`config.mk`:
```
export PLATFORM = sky130hd
export DESIGN_NAME = fp_result_wb_buffer
export DESIGN_NICKNAME = d
export VERILOG_FILES = /design/src/rtl/fp_result_wb_buffer.sv
export SDC_FILE = /design/constraint.sdc
export NUM_CORES = 1
export LEC_CHECK = 0
export ABC_CLOCK_PERIOD_IN_PS = 2300
export BUFFER_PORTS_ARGS = -buffer_cell sky130_fd_sc_hd__buf_2
export CAP_MARGIN = 20
export CORE_MARGIN = 3
export CORE_UTILIZATION = 32
export CTS_BUF_LIST = sky130_fd_sc_hd__clkbuf_4
export CTS_CLUSTER_SIZE = 28
export DETAILED_ROUTE_END_ITERATION = 7
export HOLD_SLACK_MARGIN = 0.03
export SYNTH_ARGS = -nofsm -noshare
export SYNTH_HDL_FRONTEND = slang
export SYNTH_SLANG_ARGS = --single-unit
```
`constraint.sdc`:
```
create_clock -name clk -period 2.3 [get_ports clk]
set_input_delay 0.46 -clock clk [delete_from_list [all_inputs] [get_ports clk]]
set_output_delay 0.46 -clock clk [all_outputs]
set_load 0.01 [all_outputs]
```
`src/rtl/fp_result_wb_buffer.sv`:
```
// Writeback FIFO behind the FP add/sub unit: holds results, stalls the unit via unit_en, answers RAW queries.
// Optional zero-latency pass-through when empty is enabled by defining FP_WB_BYPASS_EN.
module fp_result_wb_buffer #(
  parameter int DEPTH  = 4,
  parameter int DATA_W = 32
) (
  input  logic                       clk,
  input  logic                       rst,
  input  logic                       flush,
  input  logic                       in_valid,
  input  logic [DATA_W-1:0]          in_data,
  input  logic [4:0]                 in_rd,
  input  logic                       in_reg_write,
  input  logic                       in_fp_reg_write,
  output logic                       unit_en,
  output logic                       wb_valid,
  input  logic                       wb_ready,
  output logic [DATA_W-1:0]          wb_data,
  output logic [4:0]                 wb_rd,
  output logic                       wb_reg_write,
  output logic                       wb_fp_reg_write,
  output logic [$clog2(DEPTH):0]     count,
  input  logic [4:0]                 chk_rs1,
  input  logic [4:0]                 chk_rs2,
  input  logic [4:0]                 chk_rs3,
  input  logic [2:0]                 chk_is_fp,
  output logic [2:0]                 chk_hit
);
  localparam int PW = $clog2(DEPTH);
  localparam int CW = PW + 1;

  logic [DATA_W-1:0] data_q [DEPTH];
  logic [4:0]        rd_q   [DEPTH];
  logic              rw_q   [DEPTH];
  logic              fw_q   [DEPTH];
  logic [PW-1:0]     wr_ptr, rd_ptr;

  logic bypass, push, pop, push_store, pop_store;
  logic [4:0] rs [3];

  assign rs[0] = chk_rs1;
  assign rs[1] = chk_rs2;
  assign rs[2] = chk_rs3;

`ifdef FP_WB_BYPASS_EN
  assign bypass = (count == '0) & in_valid & ~flush;
`else
  assign bypass = 1'b0;
`endif

  always_comb begin
    wb_valid        = (count != '0);
    wb_data         = data_q[rd_ptr];
    wb_rd           = rd_q[rd_ptr];
    wb_reg_write    = rw_q[rd_ptr];
    wb_fp_reg_write = fw_q[rd_ptr];
    if (bypass) begin
      wb_valid        = 1'b1;
      wb_data         = in_data;
      wb_rd           = in_rd;
      wb_reg_write    = in_reg_write;
      wb_fp_reg_write = in_fp_reg_write;
    end
  end

  assign pop        = wb_valid & wb_ready;
  assign unit_en    = (count != CW'(DEPTH)) | pop;
  assign push       = in_valid & unit_en & ~flush;
  // A bypassed result handed straight to writeback never occupies an entry.
  assign push_store = push & ~(bypass & wb_ready);
  assign pop_store  = pop & (count != '0);

  always_ff @(posedge clk or negedge rst) begin
    if (!rst) begin
      wr_ptr <= '0;
      rd_ptr <= '0;
      count  <= '0;
      for (int i = 0; i < DEPTH; i++) begin
        data_q[i] <= '0;
        rd_q[i]   <= '0;
        rw_q[i]   <= 1'b0;
        fw_q[i]   <= 1'b0;
      end
    end else begin
      if (push_store) begin
        data_q[wr_ptr] <= in_data;
        rd_q[wr_ptr]   <= in_rd;
        rw_q[wr_ptr]   <= in_reg_write;
        fw_q[wr_ptr]   <= in_fp_reg_write;
      end
      if (flush) begin
        wr_ptr <= '0;
        rd_ptr <= '0;
        count  <= '0;
      end else begin
        if (push_store) wr_ptr <= wr_ptr + PW'(1);
        if (pop_store)  rd_ptr <= rd_ptr + PW'(1);
        case ({push_store, pop_store})
          2'b10:   count <= count + CW'(1);
          2'b01:   count <= count - CW'(1);
          default: count <= count;
        endcase
      end
    end
  end

  // Entry e is live when its distance from the head is below the occupancy.
  logic [PW-1:0] off;
  always_comb begin
    chk_hit = '0;
    off     = '0;
    for (int q = 0; q < 3; q++) begin
      for (int e = 0; e < DEPTH; e++) begin
        off = PW'(e) - rd_ptr;
        if (({1'b0, off} < count) && (rd_q[e] == rs[q])) begin
          if (chk_is_fp[q]) begin
            if (fw_q[e]) chk_hit[q] = 1'b1;
          end else if (rw_q[e] && (rd_q[e] != 5'd0)) begin
            chk_hit[q] = 1'b1;
          end
        end
      end
    end
  end
endmodule

```
Word-level counts from Yosys, hierarchy flattened
Index checks and enable logic that the tools add are counted.

$add $sub $neg: 8. $lt $le $gt $ge: 7. Eq/ne operators: 15. Multiplexer cells: 72. Bitwise operators: 8. Reduce and logical (&&, ||, !) cells: 25.

Operators with widths (count): bitwise mux 128 bit (1); two-way mux 32 bit (3); binary-select mux 32 bit (select 2 bit) (1); demux 32 bit (select 2 bit) (1); equality test 5 bit (12); two-way mux 1 bit (49); bitwise mux 20 bit (1); nonzero test 5 bit (4); logical AND 1 bit (17); two-way mux 5 bit (3); less-than comparator 2 x 3 -> 1 bit (4); binary-select mux 5 bit (select 2 bit) (1); demux 5 bit (select 2 bit) (1); bitwise mux 4 bit (2); two-way mux 2 bit (4); greater-or-equal comparator 3 bit (second input constant) (2); inverter 2 -> 3 bit (2); one-hot mux 3 bit (2 select lines) (1); nonzero test 3 bit (2); adder 2 x 1 -> 2 bit (second input constant) (2); AND 1 bit (4); binary-select mux 1 bit (select 2 bit) (2); nonzero test 2 bit (2); subtractor 1 x 2 -> 2 bit (first input constant) (2); other kinds (11) (12).

Register bits after elaboration: 163. Bits of input ports: 62. Output and inout port bits: 47. Word-level logic and storage cells: 154.

Depth between registers and ports, before layout
Gate-level depths: netlist of the first run.

Depth after elaboration: 14. Mapped depth: 9. Depth with buffers taken out: 7.

Worst setup path before layout of the first run
No wires, ideal clock.

Path type: reg-to-output. Start: register rd_ptr[0]. End: output port chk_hit[0]. Arrival: 1889 ps. Data required time: 1840 ps. Slack: -49 ps. Cell stages (with the launch flop): 10. Buffers on the path: 2. Cell sequence: dfrtp_1 clkbuf_1 buf_2 xnor2_1 inv_1 ha_1 and2b_1 a31oi_1 o2111ai_1 nand4_1.

Cells in the longest elaborated chain, start to end: 13. Elaborated cells between the ends (all ways): 25. Those cells by class: 4 x add/sub; 4 x order compare; 13 x mux; 4 x reduce/logical.

RTL lines: start, declared (RTL line 36) `logic [PW-1:0] wr_ptr, rd_ptr;`; start signal, assigned (RTL line 97) `if (pop_store) rd_ptr <= rd_ptr + PW'(1);`; subtractor 1 x 2 -> 2 bit (RTL line 114) `off = PW'(e) - rd_ptr;`; less-than comparator 2 x 3 -> 1 bit (RTL line 115) `if (({1'b0, off} < count) && (rd_q[e] == rs[q])) begin`; logical AND 1 bit (RTL line 115); two-way mux 1 bit (RTL line 115); two-way mux 1 bit (on tied branches) (RTL line 118, 117); two-way mux 1 bit (RTL line 116) `if (chk_is_fp[q]) begin`; two-way mux 1 bit (RTL line 115); two-way mux 1 bit (on tied branches) (RTL line 118, 117); two-way mux 1 bit (RTL line 116); two-way mux 1 bit (RTL line 115); two-way mux 1 bit (on tied branches) (RTL line 118, 117); two-way mux 1 bit (RTL line 116); two-way mux 1 bit * (RTL line 115); end, declared (RTL line 27) `output logic [2:0] chk_hit`.

Mark *: on every way between the ends. The rest lies on a longest branch, timed or not.

Worst setup path in the final report of the first run
Start: register rd_q[17] (netlist name). End: output port chk_hit[2].

Cells in the longest elaborated chain, start to end: 14. Elaborated cells between the ends (all ways): 19. Those cells by class: 1 x eq/ne; 15 x mux; 3 x reduce/logical.

RTL lines: start, declared (RTL line 33) `logic [4:0] rd_q [DEPTH];`; start signal, assigned by index (RTL line 87) `rd_q[wr_ptr] <= in_rd;`; nonzero test 5 bit (RTL line 118) `end else if (rw_q[e] && (rd_q[e] != 5'd0)) begin`; logical AND 1 bit (RTL line 118); two-way mux 1 bit (RTL line 118); two-way mux 1 bit (RTL line 116); two-way mux 1 bit * (RTL line 115); two-way mux 1 bit (on tied branches) (RTL line 118, 117); two-way mux 1 bit (RTL line 116); two-way mux 1 bit * (RTL line 115); two-way mux 1 bit (on tied branches) (RTL line 118, 117); two-way mux 1 bit (RTL line 116); two-way mux 1 bit * (RTL line 115); two-way mux 1 bit (on tied branches) (RTL line 118, 117); two-way mux 1 bit (RTL line 116); two-way mux 1 bit * (RTL line 115).

Marked as above.

==> impl_metrics.py, run 1 <==
metrics = {
    "finish": {
        "multi_input_area_mm2": 0.00454,
        "nNetsFinal": 810,
        "seqCellArea_mm2": 0.00409,
        "layout_common_cells": "dfrtp_1 (157), mux2_4 (106), buf_2 (71)",
        "area_growth_pct": 29.9,
        "drive_gt1_share_pct": 58.0,
        "fill_cells": 2419,
        "utilization_pct": 42.6,
        "layout_commonest_cell": "dfrtp_1",
    },
    "timing": {
        "fmaxAchievable_mhz": 379,
        "period_needed_ps": 2640,
        "rsz0062_at_grt": "true",
        "setup_ws_ps": -336,
        "whs_ps": 185,
        "finalSetupViolCount": 42,
        "slew_headroom_pct": 67.5,
        "tightest_slew_ps": 487,
        "fin_crit_sh_pct": 115,
        "slew_violations": 0,
        "clock_skew_ps": 21.5,
        "hold_viol": 0,
    },
    "power_and_ir_drop": {
        "p_per_area_mw_per_mm2": 963,
        "vdd_drop_max_mv": 0.303,
        "total_power_uw": 10800,
        "power.leakage_uw": 0.00530,
    },
    "cts": {
        "h-tree-depth": 4,
        "clock_sinks": 163,
        "cts_buffer_depth": 2,
        "clockRootBuffer": "clkbuf_4",
        "clock_latency_ps": 530,
        "cts_tree": "yes",
        "clkTransAtPathRegs_ps": 150,
        "cts-buffers-inserted": 17,
    },
    "die": {
        "num_rows": 59,
        "ios": 109,
        "die_area_mm2": 0.0289,
        "core_area_mm2": 0.0262,
        "initial_core_util_pct": 32.8,
        "die_h_um": 170,
        "die_w_um": 170,
    },
    "routing": {
        "ant_nets": 0,
        "vias_per_cell": 5.06,
        "wirelength_mm": 23.3,
        "detail_route.first_pass.iterations": 5,
        "wire_per_inst_um": 21.4,
        "drt_iter0_drc": 288,
        "vias": 5505,
        "drc": 0,
    },
    "yosys": {
        "synth_cell_types": 43,
        "yosysWarnings": 0,
        "synthCells": 591,
        "ys_seq_elements": 163,
        "avgSynthCellArea_um2": 14.5,
        "syn_nets": 662,
        "ys_seq_area_share_pct": 47.4,
        "synth-edff-count": 0,
        "synthesis.area_mm2": 0.00860,
        "synthFlopType": "dfrtp_1",
        "synthArstFlopShare_pct": 100,
    },
    "placement": {
        "portBuffers": 108,
        "dpl.hpwl_mm": 13.6,
        "place_congestion": 0.839,
    },
    "setup_path": {
        "ff2ff_setup_slack_ps": 10,
        "crit_fanout": 3,
        "start_kind": "register",
        "crit_type": "reg2out",
        "endpoint_kind": "primary output",
        "worstPathArrival_ps": 2180,
        "required_ps": 1840,
    },
    "global_routing": {
        "grt_pass1_wl_mm": 33.1,
        "grt_pass1_vias": 5703,
        "antenna_found_initial": 2,
        "grt_overflow": 0,
        "grtUsageTotal_pct": 14.8,
        "grt_max_degree": 49,
    },
    "status": {
        "status": "finished with violations",
        "violations": "setup timing",
    },
    "min_path": {
        "hold_class": "in2reg",
    },
    "run": {
        "maxCapViolations": 0,
    },
}
-- registers in the layout (all words and copies together), names as in the netlist --
| signal | cells |
|---|---|
| rw_q | 4 |
| fw_q | 4 |
| count | 3 |
| data_q | 128 |
| wr_ptr | 2 |
| rd_q | 20 |
| rd_ptr | 2 |
-- cells by family after synthesis --
kind of cell	count (synthesis)	share of synthesized area [%]
flip-flops	163	47.4
multiplexers	196	32.5
AND/OR/NAND/NOR	51	3.80
adder cells (fa/ha/maj)	9	1.40
buffers and inverters	61	4.76
AO/OA/AOI/OAI	47	3.57
XOR/XNOR	64	6.52
-- layout make-up --
cell class / instances / area share [%]
multi-input cells: 367 / 40.7
inverters: 13 / 0.437
clock inverters: 15 / 0.964
flip-flops and latches: 163 / 36.6
repair buffers: 177 / 16.4
diodes: 2 / 0.0448
well taps: 335 / 3.75
clock buffers: 17 / 1.14
-- worst max-delay path, stage by stage, from the launching register on --
cell and delay (ps):
dfrtp_1 410, or4_1 520, o21a_2 250, o2111ai_1 190
nand4_1 120, buf_2 160
-- final timing paths --
check	start	end	cells past startpoint
setup / recovery	rd_q[17]	chk_hit[2]	5
hold / removal	in_data[13]	data_q[109]	2
setup reg to reg	count[1]	rd_q[8]	7
hold reg to reg	data_q[48]	data_q[48]	1
max in group asynchronous	rst	rd_ptr[0]	3
min in group asynchronous	rst	data_q[7]	2
-- cell usage after synthesis (all sizes together), types with 2 or more instances --
| master | number | area (um^2) |
|---|---|---|
| clkbuf | 20 | 75.1 |
| nor4 | 13 | 81.3 |
| nand3 | 2 | 10.0 |
| o31ai | 2 | 15.0 |
| o2111ai | 11 | 96.3 |
| mux4 | 39 | 878 |
| dfrtp | 163 | 4080 |
| mux2 | 156 | 1910 |
| a21oi | 18 | 90.1 |
| nor2 | 7 | 26.3 |
| o21a | 3 | 22.5 |
| ha | 8 | 100 |
| or4 | 3 | 22.5 |
| nor2b | 3 | 18.8 |
| nand2b | 2 | 12.5 |
| a21boi | 2 | 15.0 |
| xnor2 | 4 | 35.0 |
| nand2 | 9 | 63.8 |
| a31oi | 2 | 12.5 |
| buf | 28 | 285 |
| inv | 13 | 48.8 |
| xor2 | 60 | 526 |
| nand4 | 4 | 25.0 |
| o21ai | 6 | 30.0 |
| and3 | 2 | 17.5 |
-- what timing repair did --
| action | 4_1_cts | 5_1_grt |
|---|---|---|
| hold buffers | 1 | 0 |
| cloned | 2 | 15 |
| setup endpoints to repair | 43 | 114 |
| setup buffers | 17 | 4 |
| pin swaps | 4 | 9 |
| hold endpoints to repair | 43 | 0 |
| resized for setup | 59 | 112 |
-- report_power, final --
group	total [uW]	internal [uW]	switching, uW
clock	1510	439	1070
combinational	4780	2940	1840
sequential	4460	3820	646
total	10800	7200	3560
-- stage by stage --
stage	setup TNS (ps)	instance area, um^2	std cells	worst slack [ps]
2_1_floorplan	0	8600	591	30.2
6_report	-7330	11200	1089	-336
4_1_cts	-9420	10400	1072	-386
3_5_place_dp	0	9620	1021	121
5_1_grt	-14340	11200	1088	-496
3_3_place_gp	0	9620	1021	134
-- routing by layer --
layer	routed length (um)	vias up	GRT usage [%]
li1	-	2463	-
met5	13	-	0
met4	182	2	3.32
met1	11300	2920	21.0
met3	903	11	3.48
met2	10900	109	23.1
Note: power is estimated with default switching activity, not from simulation.
==> run 2: changes to the inputs <==
--- a/config.mk
+++ b/config.mk
@@ -8,7 +8,6 @@
 export ABC_CLOCK_PERIOD_IN_PS = 2300
 export BUFFER_PORTS_ARGS = -buffer_cell sky130_fd_sc_hd__buf_2
 export CAP_MARGIN = 20
-export CORE_MARGIN = 3
 export CORE_UTILIZATION = 32
 export CTS_BUF_LIST = sky130_fd_sc_hd__clkbuf_4
 export CTS_CLUSTER_SIZE = 28
==> constraint.sdc (replaced) <==
create_clock -name clk -period 2.3 [get_ports clk]
set_input_delay 0.46 -clock clk [delete_from_list [all_inputs] [get_ports clk]]
set_output_delay 0.46 -clock clk [all_outputs]
set_load 0.1 [all_outputs]
==> impl_metrics.py, run 2 (synthesis gave the netlist of run 1 again) <==
metrics = {
    "cts": {
        "cts_tree": "yes",
        "clockRootBuffer": "clkbuf_4",
        "cts-buffers-inserted": 17,
        "h-tree-depth": 4,
        "cts_buffer_depth": 2,
        "clock_sinks": 163,
        "clkTransAtPathRegs_ps": 140,
        "clock_latency_ps": 540,
    },
    "timing": {
        "finalSetupViolCount": 44,
        "slew_violations": 0,
        "fmaxAchievable_mhz": 359,
        "setup_ws_ps": -485,
        "tightest_slew_ps": 486,
        "hold_viol": 0,
        "period_needed_ps": 2790,
        "slew_headroom_pct": 67.8,
        "fin_crit_sh_pct": 121,
        "rsz0062_at_grt": "true",
        "clock_skew_ps": 19.2,
    },
    "power_and_ir_drop": {
        "clkPwrFrac_pct": 13.3,
        "seqPwrFrac_pct": 33.4,
        "total_power_uw": 13400,
        "p_switching_uw": 5790,
        "pwr-share-comb_pct": 53.4,
        "switching_share_pct": 43.3,
        "p_per_area_mw_per_mm2": 1230,
        "vdd_drop_max_mv": 0.760,
        "intPower_uw": 7570,
        "power.leakage_uw": 0.00500,
    },
    "global_routing": {
        "antenna_found_initial": 2,
        "grt_pass1_wl_mm": 33.1,
        "grt_pass1_vias": 5704,
        "grtUsageTotal_pct": 15.5,
        "grt_overflow": 0,
        "grt_max_degree": 68,
    },
    "routing": {
        "drt_iter0_drc": 269,
        "vias_per_cell": 4.97,
        "detail_route.first_pass.iterations": 6,
        "wire_per_inst_um": 19.2,
        "vias": 5380,
        "drc": 12,
        "ant_nets": 0,
        "wirelength_mm": 20.8,
    },
    "die": {
        "die_area_mm2": 0.0275,
        "die_w_um": 166,
        "num_rows": 59,
        "core_area_mm2": 0.0262,
        "initial_core_util_pct": 32.8,
        "ios": 109,
        "die_h_um": 166,
    },
    "setup_path": {
        "crit_type": "reg2out",
        "required_ps": 1840,
        "worstPathArrival_ps": 2330,
        "start_kind": "register",
        "endpoint_kind": "primary output",
        "crit_fanout": 3,
    },
    "finish": {
        "area_growth_pct": 25.9,
        "stdcell_count": 1083,
        "reg_top3": "data_q x128, rd_q x20",
        "regMostFlops": "data_q",
        "drive_gt1_share_pct": 56.0,
        "post-route-cell-area_mm2": 0.0108,
        "layout_commonest_cell": "dfrtp_1",
        "fill_cells": 2417,
        "nNetsFinal": 803,
        "utilization_pct": 41.3,
        "largest_reg_flops": 128,
        "layout_common_cells": "dfrtp_1 (158), mux2_2 (116), buf_2 (63)",
    },
    "placement": {
        "post_dp_cell_area_mm2": 0.00994,
        "placed_cells": 1027,
        "place_congestion": 0.880,
        "dpl.hpwl_mm": 13.6,
        "dp_slack_ps": -3.32,
        "portBuffers": 108,
    },
    "status": {
        "status": "finished with violations",
        "violations": "DRC, setup timing",
    },
    "run": {
        "maxCapViolations": 0,
    },
    "min_path": {
        "hold_class": "in2reg",
    },
}
[run 2: cell count changes in the layout (fill, tap and decap cells not counted), sizes merged]
| cell | previous run | this run |
|---|---|---|
| diode | 2 | 3 |
| clkinv | 9 | 4 |
| bufinv | 0 | 2 |
| clkbuf | 29 | 19 |
| inv | 18 | 21 |
| buf | 164 | 167 |
[run 2: critical path, cell delays in order (launching register included)]
cell and delay (ps):
dfrtp_4 540, xnor2_2 160, inv_1 60, ha_2 160, and2b_1 170, a31oi_4 210, o2111ai_2 130, nand4_1 160
buf_12 190
[run 2: per-layer routing]
layer	wire [um]	global-route usage, %
met5	13	0
met4	145	4.27
met3	850	4.05
met2	10200	24.7
met1	9610	20.8
[run 2: layout make-up]
| class | count | area [um^2] | share of cell area (%) |
|---|---|---|---|
| antenna | 3 | 7.51 | 0.0693 |
| clock buffer | 17 | 128 | 1.18 |
| clock inverter | 15 | 169 | 1.56 |
| inverter | 13 | 51.3 | 0.474 |
| multi-input combinational | 367 | 4180 | 38.6 |
| sequential | 163 | 4090 | 37.8 |
| tap | 335 | 419 | 3.87 |
| timing repair buffer | 170 | 1790 | 16.5 |
[run 2: what timing repair did]
action | 4_1_cts | 5_1_grt
buffers inserted | 4 | 12
pin swaps | 1 | 5
cloned | 2 | 2
endpoints found under the hold margin | 35 | 0
resized for setup | 71 | 17
hold buffers | 1 | 0
setup endpoints to repair | 43 | 45
[run 2: worst paths after layout]
| check | start | endpoint | slack [ps] | cells past startpoint |
|---|---|---|---|---|
| min | flush | count[1] | 160 | 2 |
| max in group asynchronous | rst | data_q[96] | 1220 | 3 |
| max reg2reg | count[1] | count[2] | -20 | 9 |
| max | rd_ptr[0] | chk_hit[2] | -490 | 8 |
| min in group asynchronous | rst | data_q[21] | 380 | 2 |
| min reg2reg | data_q[51] | data_q[51] | 520 | 1 |
[run 2: power groups by stage]
stage / clock network (uW) / logic, uW / registers (uW)
CTS: 1870 / 6930 / 4450
floorplan: 0 / 5090 / 4290
global route: 1980 / 7450 / 4580
detailed placement: 0 / 6410 / 4510
finish: 1770 / 7130 / 4460
global placement: 0 / 6370 / 4480
[run 2: per-stage QoR]
stage | hold slack, ps | setup TNS (ps)
floorplan | 164 | -2810
global placement | 403 | 0
detailed placement | 400 | -3.32
CTS | 88.0 | -16840
global route | 96.7 | -19720
finish | 162 | -13900
